[config.mk]
export PLATFORM = sky130hd
export DESIGN_NAME = uart_rx_sampler
export DESIGN_NICKNAME = d
export VERILOG_FILES = /design/src/rtl/uart_pkg.sv /design/src/rtl/uart_rx_fifo.sv /design/src/rtl/uart_rx_sampler.sv
export SDC_FILE = /design/constraint.sdc
export NUM_CORES = 1
export LEC_CHECK = 0
export ABC_AREA = 1
export BUFFER_PORTS_ARGS = -buffer_cell sky130_fd_sc_hd__buf_2
export CAP_MARGIN = 20
export CORE_MARGIN = 2
export CORE_UTILIZATION = 40
export DETAILED_ROUTE_END_ITERATION = 12
export PLACE_DENSITY_LB_ADDON = 0.25
export SKIP_CTS_REPAIR_TIMING = 1
export SLEW_MARGIN = 0
export SYNTH_ARGS = -nofsm -noshare
export SYNTH_HDL_FRONTEND = slang
export SYNTH_SLANG_ARGS = --single-unit
[constraint.sdc]
create_clock -name clk -period 3.25 [get_ports clk]
set_input_delay 0.65 -clock clk [delete_from_list [all_inputs] [get_ports clk]]
set_output_delay 0.65 -clock clk [all_outputs]
set_load 0.02 [all_outputs]
[src/rtl/uart_pkg.sv]
// Shared UART constants: baud encodings, 16x oversampling divisors for a 12 MHz clock,
// and the receiver state encoding.
package uart_pkg;

    localparam logic [1:0] BAUD_110  = 2'b00;
    localparam logic [1:0] BAUD_600  = 2'b01;
    localparam logic [1:0] BAUD_2400 = 2'b10;
    localparam logic [1:0] BAUD_9600 = 2'b11;

    localparam int unsigned OVS_RATE     = 16;
    localparam int unsigned PRESC_W      = 20;
    localparam int unsigned OVS_DIV_110  = 6818;
    localparam int unsigned OVS_DIV_600  = 1250;
    localparam int unsigned OVS_DIV_2400 = 312;
    localparam int unsigned OVS_DIV_9600 = 78;

    typedef enum logic [1:0] {
        IDLE  = 2'd0,
        START = 2'd1,
        DATA  = 2'd2,
        STOP  = 2'd3
    } rx_state_t;

    // Oversampling tick divisor for a baud select code.
    function automatic logic [PRESC_W-1:0] baud_div(input logic [1:0] sel);
        case (sel)
            BAUD_110:  baud_div = PRESC_W'(OVS_DIV_110);
            BAUD_600:  baud_div = PRESC_W'(OVS_DIV_600);
            BAUD_2400: baud_div = PRESC_W'(OVS_DIV_2400);
            default:   baud_div = PRESC_W'(OVS_DIV_9600);
        endcase
    endfunction

endpackage

[src/rtl/uart_rx_fifo.sv]
// Show-ahead receive FIFO; pointers carry one extra wrap bit so full/empty need no flag.
module uart_rx_fifo #(
    parameter int unsigned DEPTH = 4,
    parameter int unsigned WIDTH = 8
) (
    input  logic                    clk,
    input  logic                    nrst,
    input  logic                    push,
    input  logic [WIDTH-1:0]        push_data,
    input  logic                    pop,
    output logic [WIDTH-1:0]        head,
    output logic [$clog2(DEPTH):0]  count,
    output logic                    full,
    output logic                    empty
);

    localparam int unsigned AW = $clog2(DEPTH);
    localparam int unsigned CW = AW + 1;

    logic [WIDTH-1:0] mem [DEPTH];
    logic [AW:0]      wr_ptr;
    logic [AW:0]      rd_ptr;
    logic             do_push;
    logic             do_pop;

    assign count   = wr_ptr - rd_ptr;
    assign empty   = (count == '0);
    assign full    = (count == CW'(DEPTH));
    assign do_pop  = pop & ~empty;
    // A pop frees the slot in the same cycle, so a full FIFO still accepts a push.
    assign do_push = push & (~full | do_pop);
    assign head    = mem[rd_ptr[AW-1:0]];

    always_ff @(posedge clk or negedge nrst) begin
        if (!nrst) begin
            wr_ptr <= '0;
            rd_ptr <= '0;
            for (int unsigned i = 0; i < DEPTH; i++) begin
                mem[i] <= '0;
            end
        end else begin
            if (do_push) begin
                mem[wr_ptr[AW-1:0]] <= push_data;
                wr_ptr              <= wr_ptr + CW'(1);
            end
            if (do_pop) begin
                rd_ptr <= rd_ptr + CW'(1);
            end
        end
    end

endmodule

[src/rtl/uart_rx_sampler.sv]
// UART receive front-end: rx synchroniser, 16x oversampling 8N1 framer with
// 3-sample majority vote, and a show-ahead byte queue.
module uart_rx_sampler
    import uart_pkg::*;
#(
    parameter int unsigned FIFO_DEPTH = 4,
    parameter int unsigned CLK_HZ     = 12000000
) (
    input  logic                         clk,
    input  logic                         nrst,
    input  logic [1:0]                   baud,
    input  logic                         rx,
    output logic [7:0]                   out_data,
    output logic                         out_valid,
    input  logic                         out_ready,
    output logic [$clog2(FIFO_DEPTH):0]  fifo_count,
    output logic                         busy,
    output logic                         frame_err,
    output logic                         overrun
);

    if ((FIFO_DEPTH < 2) || ((FIFO_DEPTH & (FIFO_DEPTH - 1)) != 0)) begin : g_depth_chk
        $error("uart_rx_sampler: FIFO_DEPTH must be a power of two >= 2");
    end
    if (CLK_HZ != 12000000) begin : g_clk_chk
        $warning("uart_rx_sampler: baud divisors assume a 12 MHz clock");
    end

    rx_state_t          state;
    rx_state_t          state_nxt;
    logic               rx_meta;
    logic               rxs;
    logic               rxs_prev;
    logic [1:0]         sync_vld;
    logic               armed;
    logic [PRESC_W-1:0] div_q;
    logic [PRESC_W-1:0] presc;
    logic [3:0]         phase;
    logic [2:0]         bit_cnt;
    logic [7:0]         shreg;
    logic               s7;
    logic               s8;
    logic               tick_c;
    logic               start_c;
    logic               maj_c;
    logic               push_c;
    logic               ferr_c;
    logic               pop_c;
    logic               fifo_full;
    logic               fifo_empty;

    // Synchroniser; start detection is armed only once a genuine high has passed
    // through the chain, so rx held low across reset release is not a start.
    always_ff @(posedge clk or negedge nrst) begin
        if (!nrst) begin
            rx_meta  <= 1'b1;
            rxs      <= 1'b1;
            rxs_prev <= 1'b1;
            sync_vld <= 2'b00;
            armed    <= 1'b0;
        end else begin
            rx_meta  <= rx;
            rxs      <= rx_meta;
            rxs_prev <= rxs;
            sync_vld <= {sync_vld[0], 1'b1};
            armed    <= armed | (sync_vld[1] & rxs);
        end
    end

    assign start_c = (state == IDLE) & armed & rxs_prev & ~rxs;
    assign tick_c  = (state != IDLE) && (presc == div_q - PRESC_W'(1));
    assign maj_c   = (s7 & s8) | (s7 & rxs) | (s8 & rxs);
    assign pop_c   = out_ready & ~fifo_empty;

    always_ff @(posedge clk or negedge nrst) begin
        if (!nrst) begin
            state <= IDLE;
        end else begin
            state <= state_nxt;
        end
    end

    always_comb begin
        state_nxt = state;
        push_c    = 1'b0;
        ferr_c    = 1'b0;
        case (state)
            IDLE: begin
                if (start_c) begin
                    state_nxt = START;
                end
            end
            START: begin
                if (tick_c && (phase == 4'd9) && maj_c) begin
                    state_nxt = IDLE;
                end else if (tick_c && (phase == 4'd15)) begin
                    state_nxt = DATA;
                end
            end
            DATA: begin
                if (tick_c && (phase == 4'd15) && (bit_cnt == 3'd7)) begin
                    state_nxt = STOP;
                end
            end
            STOP: begin
                // Leave at mid-stop so the next start edge is caught early.
                if (tick_c && (phase == 4'd9)) begin
                    state_nxt = IDLE;
                    push_c    = maj_c;
                    ferr_c    = ~maj_c;
                end
            end
            default: state_nxt = IDLE;
        endcase
    end

    // Prescaler, bit phase, majority samples and shift register.
    always_ff @(posedge clk or negedge nrst) begin
        if (!nrst) begin
            div_q     <= '0;
            presc     <= '0;
            phase     <= '0;
            bit_cnt   <= '0;
            shreg     <= '0;
            s7        <= 1'b1;
            s8        <= 1'b1;
            busy      <= 1'b0;
            frame_err <= 1'b0;
            overrun   <= 1'b0;
        end else begin
            if (state == IDLE) begin
                div_q <= baud_div(baud);
            end
            if ((state == IDLE) || tick_c) begin
                presc <= '0;
            end else begin
                presc <= presc + PRESC_W'(1);
            end
            if (start_c) begin
                phase   <= '0;
                bit_cnt <= '0;
            end else if (tick_c) begin
                phase <= phase + 4'd1;
                if (phase == 4'd7) begin
                    s7 <= rxs;
                end
                if (phase == 4'd8) begin
                    s8 <= rxs;
                end
                if ((state == DATA) && (phase == 4'd9)) begin
                    shreg <= {maj_c, shreg[7:1]};
                end
                if ((state == DATA) && (phase == 4'd15)) begin
                    bit_cnt <= bit_cnt + 3'd1;
                end
            end
            busy      <= (state_nxt != IDLE);
            frame_err <= ferr_c;
            overrun   <= push_c & fifo_full & ~pop_c;
        end
    end

    uart_rx_fifo #(
        .DEPTH (FIFO_DEPTH),
        .WIDTH (8)
    ) u_fifo (
        .clk       (clk),
        .nrst      (nrst),
        .push      (push_c),
        .push_data (shreg),
        .pop       (out_ready),
        .head      (out_data),
        .count     (fifo_count),
        .full      (fifo_full),
        .empty     (fifo_empty)
    );

    assign out_valid = ~fifo_empty;

endmodule
Word-level counts from Yosys, hierarchy flattened
Cells that the tools add are included.
{"block": "word_totals", "elab_cells": 110, "output_inout_bits": 15, "regBits": 106}
{"block": "classes", "bitwise": 23, "n_addsub": 7, "n_lt_le_gt_ge": 3, "muxes": 23, "n_reduce_logical": 20, "n_eq_ne": 12}
{"cell": "13-bit one-hot mux with 3 select lines", "count": 1}
{"cell": "32-bit bitwise mux", "count": 1}
{"cell": "8-bit two-way mux", "count": 3}
{"cell": "20-bit by 1-bit adder with 20-bit output, second input constant", "count": 1}
{"cell": "20-bit == test", "count": 1}
{"cell": "20-bit two-way mux", "count": 1}
{"cell": "20-bit by 1-bit subtractor with 20-bit output, second input constant", "count": 1}
{"cell": "8-bit binary-select mux with 2-bit select", "count": 1}
{"cell": "8-bit demux with 2-bit select", "count": 1}
{"cell": "4-bit == test, second input constant", "count": 3}
{"cell": "1-bit AND", "count": 11}
{"cell": "2-bit two-way mux", "count": 5}
{"cell": "3-bit by 1-bit adder with 3-bit output, second input constant", "count": 3}
{"cell": "3-bit two-way mux", "count": 3}
{"cell": "3-bit AND reduction", "count": 3}
{"cell": "1-bit logical AND", "count": 8}
{"cell": "4-bit two-way mux", "count": 2}
{"cell": "2-bit one-hot mux with 4 select lines", "count": 1}
{"cell": "2-bit nonzero test", "count": 4}
{"cell": "2-bit == test, second input constant", "count": 3}
{"cell": "3-bit == test, second input constant", "count": 2}
{"cell": "3-bit >= comparator, second input constant", "count": 2}
{"cell": "1-bit NOT", "count": 6}
{"cell": "2-bit NOT with 3-bit output", "count": 2}
{"cell": "other kinds (11)", "count": 19}

Depth between registers and ports, before layout
Gate-level depths: netlist of the first run.
{"block": "logic_depth", "ltp_word": 8, "depth_mapped": 18}

Modules after synthesis
A second synthesis of the first run with hierarchy kept.
{"block": "hier_totals", "cells_unflattened": 648, "hier_area_um2": 5237.5}
{"mod": "uart_rx_sampler", "instances": 1, "seq_area_each_um2": 1432.6, "area_per_inst_um2": 3185.6, "cells_per_inst": 410}
{"mod": "uart_rx_fifo", "instances": 1, "seq_area_each_um2": 950.9, "area_per_inst_um2": 2052.0, "cells_per_inst": 238}

Worst setup path before layout of the first run
OpenSTA, ideal clock, no wires.
{"block": "synth_timing", "path_type": "register to register", "from": "register u_fifo.rd_ptr[0]", "to": "register u_fifo.mem[7] (netlist name)", "synth_period_minus_slack_ns": 2.898, "t_arrival_ns": 2.833, "stages_incl_launch_ff": 12, "setup_ns": 0.066, "path_slack_ns": 0.352, "required_ns": 3.184, "cell_sequence": "dfrtp_1 > ha_1 > fa_1 > xnor2_1 > xnor2_1 > nand3b_1 > nand2_1 > nand4_1 > buf_2 > buf_2 > nand4_1 > nand2_1"}
{"block": "synth_between", "elab_chain_len": 6, "word_cells_on_any_way": 8, "cone_classes": "1 x add/sub; 1 x eq/ne; 5 x bitwise; 1 x reduce/logical"}
{"item": "start, declared", "line": "uart_rx_fifo.sv:22", "rtl": "logic [AW:0] rd_ptr;"}
{"item": "start signal, assigned", "line": "uart_rx_fifo.sv:47", "rtl": "rd_ptr <= rd_ptr + CW'(1);"}
{"item": "3-bit subtractor", "line": "uart_rx_fifo.sv:26", "rtl": "assign count = wr_ptr - rd_ptr;"}
{"item": "net fifo_count[2]", "line": "uart_rx_sampler.sv:16", "rtl": "output logic [$clog2(FIFO_DEPTH):0] fifo_count,"}
{"item": "3-bit logical NOT", "line": "uart_rx_fifo.sv:27", "rtl": "assign empty = (count == '0);"}
{"item": "1-bit NOT"}
{"item": "net out_valid", "line": "uart_rx_sampler.sv:14", "rtl": "output logic out_valid,"}
{"item": "1-bit AND", "line": "uart_rx_fifo.sv:29", "rtl": "assign do_pop = pop & ~empty;"}
{"item": "1-bit bitwise OR", "line": "uart_rx_fifo.sv:31", "rtl": "assign do_push = push & (~full | do_pop);"}
{"item": "1-bit AND", "line": "uart_rx_fifo.sv:31"}
{"item": "end signal, assigned by index", "line": "uart_rx_fifo.sv:43", "rtl": "mem[wr_ptr[AW-1:0]] <= push_data;"}
{"item": "end, declared", "line": "uart_rx_fifo.sv:20", "rtl": "logic [WIDTH-1:0] mem [DEPTH];"}
The timed path passes the listed nets, and every way through them passes these cells.
A chain may end at the register's enable or synchronous reset.

Worst setup path after layout of the first run
{"block": "layout_timing", "from": "register div_q[1]", "to": "register u_fifo.mem[12] (netlist name)"}
{"block": "layout_between", "elab_chain_len": 7}
{"item": "start, declared", "line": "uart_rx_sampler.sv:36", "rtl": "logic [PRESC_W-1:0] div_q;"}
{"item": "start signal, assigned", "line": "uart_rx_sampler.sv:132", "rtl": "div_q <= baud_div(baud);"}
{"item": "20-bit by 1-bit subtractor with 20-bit output", "line": "uart_rx_sampler.sv:71", "rtl": "assign tick_c = (state != IDLE) && (presc == div_q - PRESC_W'(1));"}
{"item": "20-bit == test", "line": "uart_rx_sampler.sv:71"}
{"item": "1-bit logical AND", "line": "uart_rx_sampler.sv:71"}
{"item": "1-bit logical AND", "line": "uart_rx_sampler.sv:107", "rtl": "if (tick_c && (phase == 4'd9)) begin"}
{"item": "1-bit two-way mux", "line": "uart_rx_sampler.sv:107"}
{"item": "1-bit two-way mux", "line": "uart_rx_sampler.sv:87", "rtl": "case (state)"}
{"item": "1-bit AND", "line": "uart_rx_fifo.sv:31"}
Every way passes these cells.

==> impl_metrics.ini, run 1 <==
[detailed_routing]
vias = 4244
drt-initial-drc-count = 283
ant_nets = 0
wl_per_cell_um = 13.92
vias_per_cell = 5.058
drt-total-wl_mm = 11.68
route.detailed.drc = 0
first_pass_iters = 5

[place]
port_buffers = 20
gp_congestion = 0.8714
hpwl_mm = 8.029
placed_area_mm2 = 0.005405
pre_cts_ws_ps = 313.7

[sta]
finalCritPeriodShare_pct = 88.70
tns_ps = 0
finalCriticalPeriod_ps = 2883
slew_headroom_pct = 57.86
hold_viol_final = 0
setup_viol = 0
clock_skew_ps = 7.362
worst_slew_pin_slew_ps = 629.8
worst_slack_ps = 367.1
grt_setup_unrepaired = no
maxSlewViolCount = 0
fmax_mhz = 346.9

[cells_and_area]
diodes = 0
drive_above_1_share_pct = 11.39
finalNetCount = 683
final_common_cell = nand2_1
final_cell_mix = 184 x nand2_1, 90 x dfrtp_1, 72 x nor2_1, 64 x inv_1, 37 x nand4_1
fin_area_mm2 = 0.005764
syn2layout_area_growth_pct = 11.25
num-fill-cells = 1268

[global_route]
globalRouteTotalUtil_pct = 17.63
antenna_found_initial = 0
grt_pass1_vias = 4104
grt_max_degree = 96
grt_pass1_wl_mm = 19.93
gr-total-overflow = 0

[job]
maxCapViolations = 0

[critical_path]
crit_path_end_kind = flip-flop
cp-start-kind = flip-flop
cp_cell_sequence = inv_1, ha_1, inv_1, nor2_1, nand3_1, nand2_1, nand2_1, nor2_1, nand2_1, nor2_1, nand2_1, nor2_4, nand4_4, nor2_4, nand3_1, nand2_1, nand2_1
worstPathArrival_ps = 3130
crit_top_cell = nand2_1
cpPeakStageDelay_ps = 390
crit_required_ps = 3490
path_max_fanout = 8
worstSetupPathType = flip-flop to flip-flop
crit_path_top_delay_cell = dfrtp_1

[power]
powerDensity_mw_per_mm2 = 707.9
pwr-share-clk_pct = 28.4
p_switching_mw = 1.595
seqPwrFrac_pct = 36.9
swShare_pct = 39.09
vdd_ir_drop_max_uv = 240.7
p_int_mw = 2.485
p_leak_nw = 2.804
combPwrFrac_pct = 34.7

[die]
boundaryPins = 21
initial_core_util_pct = 41.06
rows = 41
core_region_area_mm2 = 0.01262
die_height_um = 117.8
die_x_um = 117.8
die_area_mm2 = 0.01388

[synth]
synth_cell_types = 40
ys.flop_type = dfrtp_1
yosysWarnings = 0
synth_edf_count = 0
synth_nets = 661
yosysSeqAreaShare_pct = 46.00
ys_ff_latch = 95
synthCells = 640
ys_async_sr_fraction_pct = 100.0
synth.avg_cell_area_um2 = 8.096
syn-cell-area_mm2 = 0.005181

[outcome]
status = completed

[clock_tree]
clk_pin_slew_worst_paths_ps = 70
numCtsBuffers = 9
clock_path_buffers = 2
htreeDepth = 3
cts_tree = done
clkLatencyLatePin_ps = 350
cts_root_buf = clkbuf_16
cts.sinks = 95

[min_path]
hp-class = input pin to async pin
-- stage by stage --
stage | hold WS, ps | cells | util (%) | power (mW)
after floorplan | 331.2 | 640 | - | 2.527
after global routing | 365.9 | 839 | 45.68 | 4.356
final | 348.4 | 839 | 45.68 | 4.080
after CTS | 351.5 | 834 | 45.36 | 4.109
after detailed placement | 335.6 | 818 | 42.83 | 2.940
after global placement | 331.6 | 818 | 42.83 | 2.918
-- synth_stat cells (2+ instances only) --
cell type	instances	area, um2
clkbuf_2	3	15.01
xor2_1	9	78.83
o22ai_1	8	50.05
nor2_4	5	56.30
nand2_1	184	690.7
nor4_1	2	12.51
nand2_4	2	22.52
nand4_1	37	231.5
nor3_1	11	55.05
nor2_1	72	270.3
o21ai_2	8	70.07
nand3_4	2	35.03
xnor2_1	10	87.58
o21ai_0	32	160.2
ha_1	14	175.2
nor3b_1	2	15.01
buf_12	4	80.08
nor2_2	3	18.77
dfstp_2	5	131.4
o21a_1	3	22.52
inv_1	64	240.2
clkbuf_1	7	26.28
nand3b_1	2	15.01
buf_2	6	30.03
a21oi_1	9	45.04
nand3_1	33	165.2
dfrtp_1	90	2252
-- power by group through the flow --
stage	Combinational [mW]	Sequential [mW]	Clock, mW
3_5_place_dp	1.41	1.53	0
5_1_grt	1.58	1.53	1.24
3_3_place_gp	1.40	1.52	0
6_report	1.42	1.51	1.16
2_1_floorplan	1.05	1.47	0
4_1_cts	1.42	1.50	1.19
-- registers in the layout, indices dropped and copies added, names as in the netlist, 2 cells and up --
signal / flops
presc: 20
sync_vld: 2
bit_cnt: 3
div_q: 9
phase: 4
u_fifo.wr_ptr: 3
shreg: 8
u_fifo.rd_ptr: 3
state: 2
u_fifo.mem: 32
-- final timing paths --
path,from,slack (ps),endpoint,cells past startpoint
worst max-delay path,div_q[1],370,u_fifo.mem[12],17
worst min-delay path,nrst,350,presc[18],2
worst max register to register,div_q[1],370,u_fifo.mem[12],17
worst min register to register,sync_vld[0],350,sync_vld[1],0
max in group asynchronous,nrst,2520,s7,2
min in group clk,sync_vld[0],350,sync_vld[1],0
-- routing by layer --
metal | up-vias | GRT usage [%] | share of wire, %
met5 | - | 0 | 0
met4 | 0 | 6.551 | 2.3
met3 | 19 | 3.585 | 4.0
met2 | 76 | 28.38 | 47
met1 | 2035 | 23.53 | 46
li1 | 2114 | - | -
-- cell families after synthesis --
kind of cell	after synthesis	share of synthesized area [%]
AOI/OAI and AO/OA	63	7.124
adders and majority gates	15	3.767
other	1	0.07238
DFF	95	46.00
buffers and inverters	87	7.921
and+or+nand+nor	359	31.71
muxes	1	0.1932
xor gates and xnor gates	19	3.212
-- worst max-delay path, delay by kind of cell, from the launching register on --
kind / cells / cell delay [ps]
flip-flops: 1 / 390
AND/OR/NAND/NOR: 14 / 1950
adder cells (fa/ha/maj): 1 / 220
buffers and inverters: 2 / 230
-- final cells by class --
class / count / area, um2 / area share [%]
tap: 172 / 215.2 / 3.733
clock inverter: 6 / 90.09 / 1.563
inverter: 65 / 244.0 / 4.233
clock buffer: 10 / 229.0 / 3.972
sequential: 95 / 2384 / 41.35
timing repair buffer: 32 / 209.0 / 3.625
multi-input combinational: 459 / 2394 / 41.52
(Power assumes the default switching activity.)
==> run 2, diff against run 1 <==
--- a/config.mk
+++ b/config.mk
@@ -6,7 +6,7 @@
 export NUM_CORES = 1
 export LEC_CHECK = 0
 export ABC_AREA = 1
-export BUFFER_PORTS_ARGS = -buffer_cell sky130_fd_sc_hd__buf_2
+export BUFFER_PORTS_ARGS = -buffer_cell sky130_fd_sc_hd__buf_4
 export CAP_MARGIN = 20
 export CORE_MARGIN = 2
 export CORE_UTILIZATION = 40
==> run 2 against run 1 <==
Maximum frequency down 4.3%. Wire length decreased by 1.7%. Largest cell class unchanged. Highest routed layer unchanged. Sequential share of layout area hardly changed. Clock skew is essentially flat. Combinational power increased by 6%. Via count is 0.31% lower. Cell count down 0.48%.
==> impl_metrics.ini, run 2 (same netlist as run 1, synthesis figures left out) <==
[outcome]
status = completed

[place]
hpwl_mm = 8.156
dp_cells = 819
gp_congestion = 0.8833
port_buffers = 20
pre_cts_ws_ps = 269.9

[power]
p_switching_mw = 1.582
combPwrFrac_pct = 36.6
vdd_ir_drop_max_uv = 287.7
p_leak_nw = 2.796
finalPower_mw = 4.122
pwr-share-clk_pct = 27.3
p_int_mw = 2.540
seqPwrFrac_pct = 36.1
powerDensity_mw_per_mm2 = 715.0
swShare_pct = 38.38

[cells_and_area]
diodes = 0
finalNetCount = 679
largest-register = u_fifo.mem
final_common_cell = nand2_1
syn2layout_area_growth_pct = 11.28
fin_cells = 835
final_cell_mix = 184 x nand2_1, 90 x dfrtp_1, 72 x nor2_1, 64 x inv_1, 37 x nand4_1
num-fill-cells = 1267
largest_registers = u_fifo.mem: 32 flops, presc: 20 flops, div_q: 9 flops
drive_above_1_share_pct = 10.86
largest_reg_flops = 32

[global_route]
grt_pass1_vias = 4060
met2_usage_pct = 27.62
globalRouteTotalUtil_pct = 17.65
grt_pass1_wl_mm = 19.87
gr-total-overflow = 0
grt_max_degree = 51
grt.busiest_layer = met2
use_met3_pct = 3.973
antenna_found_initial = 0
gr-usage-met1_pct = 24.24

[detailed_routing]
drt-initial-drc-count = 227
drt-total-wl_mm = 11.49
vias = 4231
vias_per_cell = 5.067
ant_nets = 0
first_pass_iters = 5
wl_per_cell_um = 13.76
route.detailed.drc = 0

[sta]
hold_viol_final = 0
maxSlewViolCount = 0
tns_ps = 0
finalCriticalPeriod_ps = 3012
worst_slack_ps = 237.9
worst_slew_pin_slew_ps = 674.7
hold_ws_ps = 331.8
grt_setup_unrepaired = yes
fmax_mhz = 332.0
slew_headroom_pct = 55.02
clock_skew_ps = 6.863
finalCritPeriodShare_pct = 92.68
setup_viol = 0

[die]
die_height_um = 117.8
die_x_um = 117.8
rows = 41
die_area_mm2 = 0.01388
boundaryPins = 21
initial_core_util_pct = 41.06
core_region_area_mm2 = 0.01262

[critical_path]
worstPathArrival_ps = 3250
worstSetupPathType = flip-flop to flip-flop
regToRegEndpoint = u_fifo.mem[19]
reg2reg_from = div_q[1]
rrSetupSlack_ps = 240
reg2reg_depth = 17
path_max_fanout = 17
crit_path_end_kind = flip-flop
cp-start-kind = flip-flop
crit_required_ps = 3490

[clock_tree]
cts_root_buf = clkbuf_16
clk_pin_slew_worst_paths_ps = 70
numCtsBuffers = 9
cts.sinks = 95
htreeDepth = 3
clkLatencyLatePin_ps = 350
clock_path_buffers = 2
cts_tree = done

[job]
maxCapViolations = 0

[min_path]
hp-class = input pin to async pin
## run 2: cell count changes in the layout (fill, tap and decap cells not counted), sizes merged
cell / before / now
buf: 32 / 29
bufinv: 2 / 1
clkbuf: 10 / 13
clkinv: 2 / 1
clkinvlp: 1 / 0
nor2: 81 / 80
## run 2: worst max-delay path by stage
stage | to | slack (ps) | startpoint | cells past startpoint
after floorplan | u_fifo.mem[7] | 350 | u_fifo.rd_ptr[0] | 11
after global placement | u_fifo.mem[17] | 350 | div_q[1] | 17
after detailed placement | u_fifo.mem[26] | 270 | div_q[1] | 17
after CTS | u_fifo.mem[19] | 250 | div_q[1] | 17
after global routing | u_fifo.mem[13] | -20 | div_q[1] | 17
final | u_fifo.mem[19] | 240 | div_q[1] | 17
## run 2: stage by stage
step	util (%)	area, um2
6_report	45.69	5766
5_1_grt	45.69	5766
4_1_cts	45.69	5766
3_5_place_dp	43.17	5448
3_3_place_gp	43.17	5448
2_1_floorplan	-	5181
## run 2: layout make-up
class	instances	area (um2)	area share (%)
Clock inverter	3	47.55	0.8247
Timing Repair Buffer	29	217.7	3.776
Inverter	65	244.0	4.232
Sequential cell	95	2384	41.34
Clock buffer	13	270.3	4.687
Multi-Input combinational cell	458	2387	41.41
Tap cell	172	215.2	3.733
## run 2: worst max-delay path, stage by stage (launching register included)
cell and delay [ps]:
dfrtp_1 390, inv_1 160, ha_1 220, inv_1 70, nor2_1 200, nand3_1 110
nand2_1 80, nand2_1 70, nor2_1 100, nand2_1 60, nor2_1 80, nand2_1 160
nor2_4 170, nand4_4 130, nor2_4 350, nand3_1 370, nand2_1 160, nand2_1 50
## run 2: power groups by stage
stage	clock network (mW)	logic, mW	registers (mW)
2_1_floorplan	0	1.05	1.47
3_3_place_gp	0	1.50	1.50
3_5_place_dp	0	1.51	1.51
4_1_cts	1.15	1.52	1.49
5_1_grt	1.21	1.69	1.51
6_report	1.13	1.51	1.49
## run 2: per-layer routing
metal,vias to the layer above,wire length [um]
li1,2113,-
met1,2040,5485
met2,62,5415
met3,16,411
met4,0,177
met5,-,0
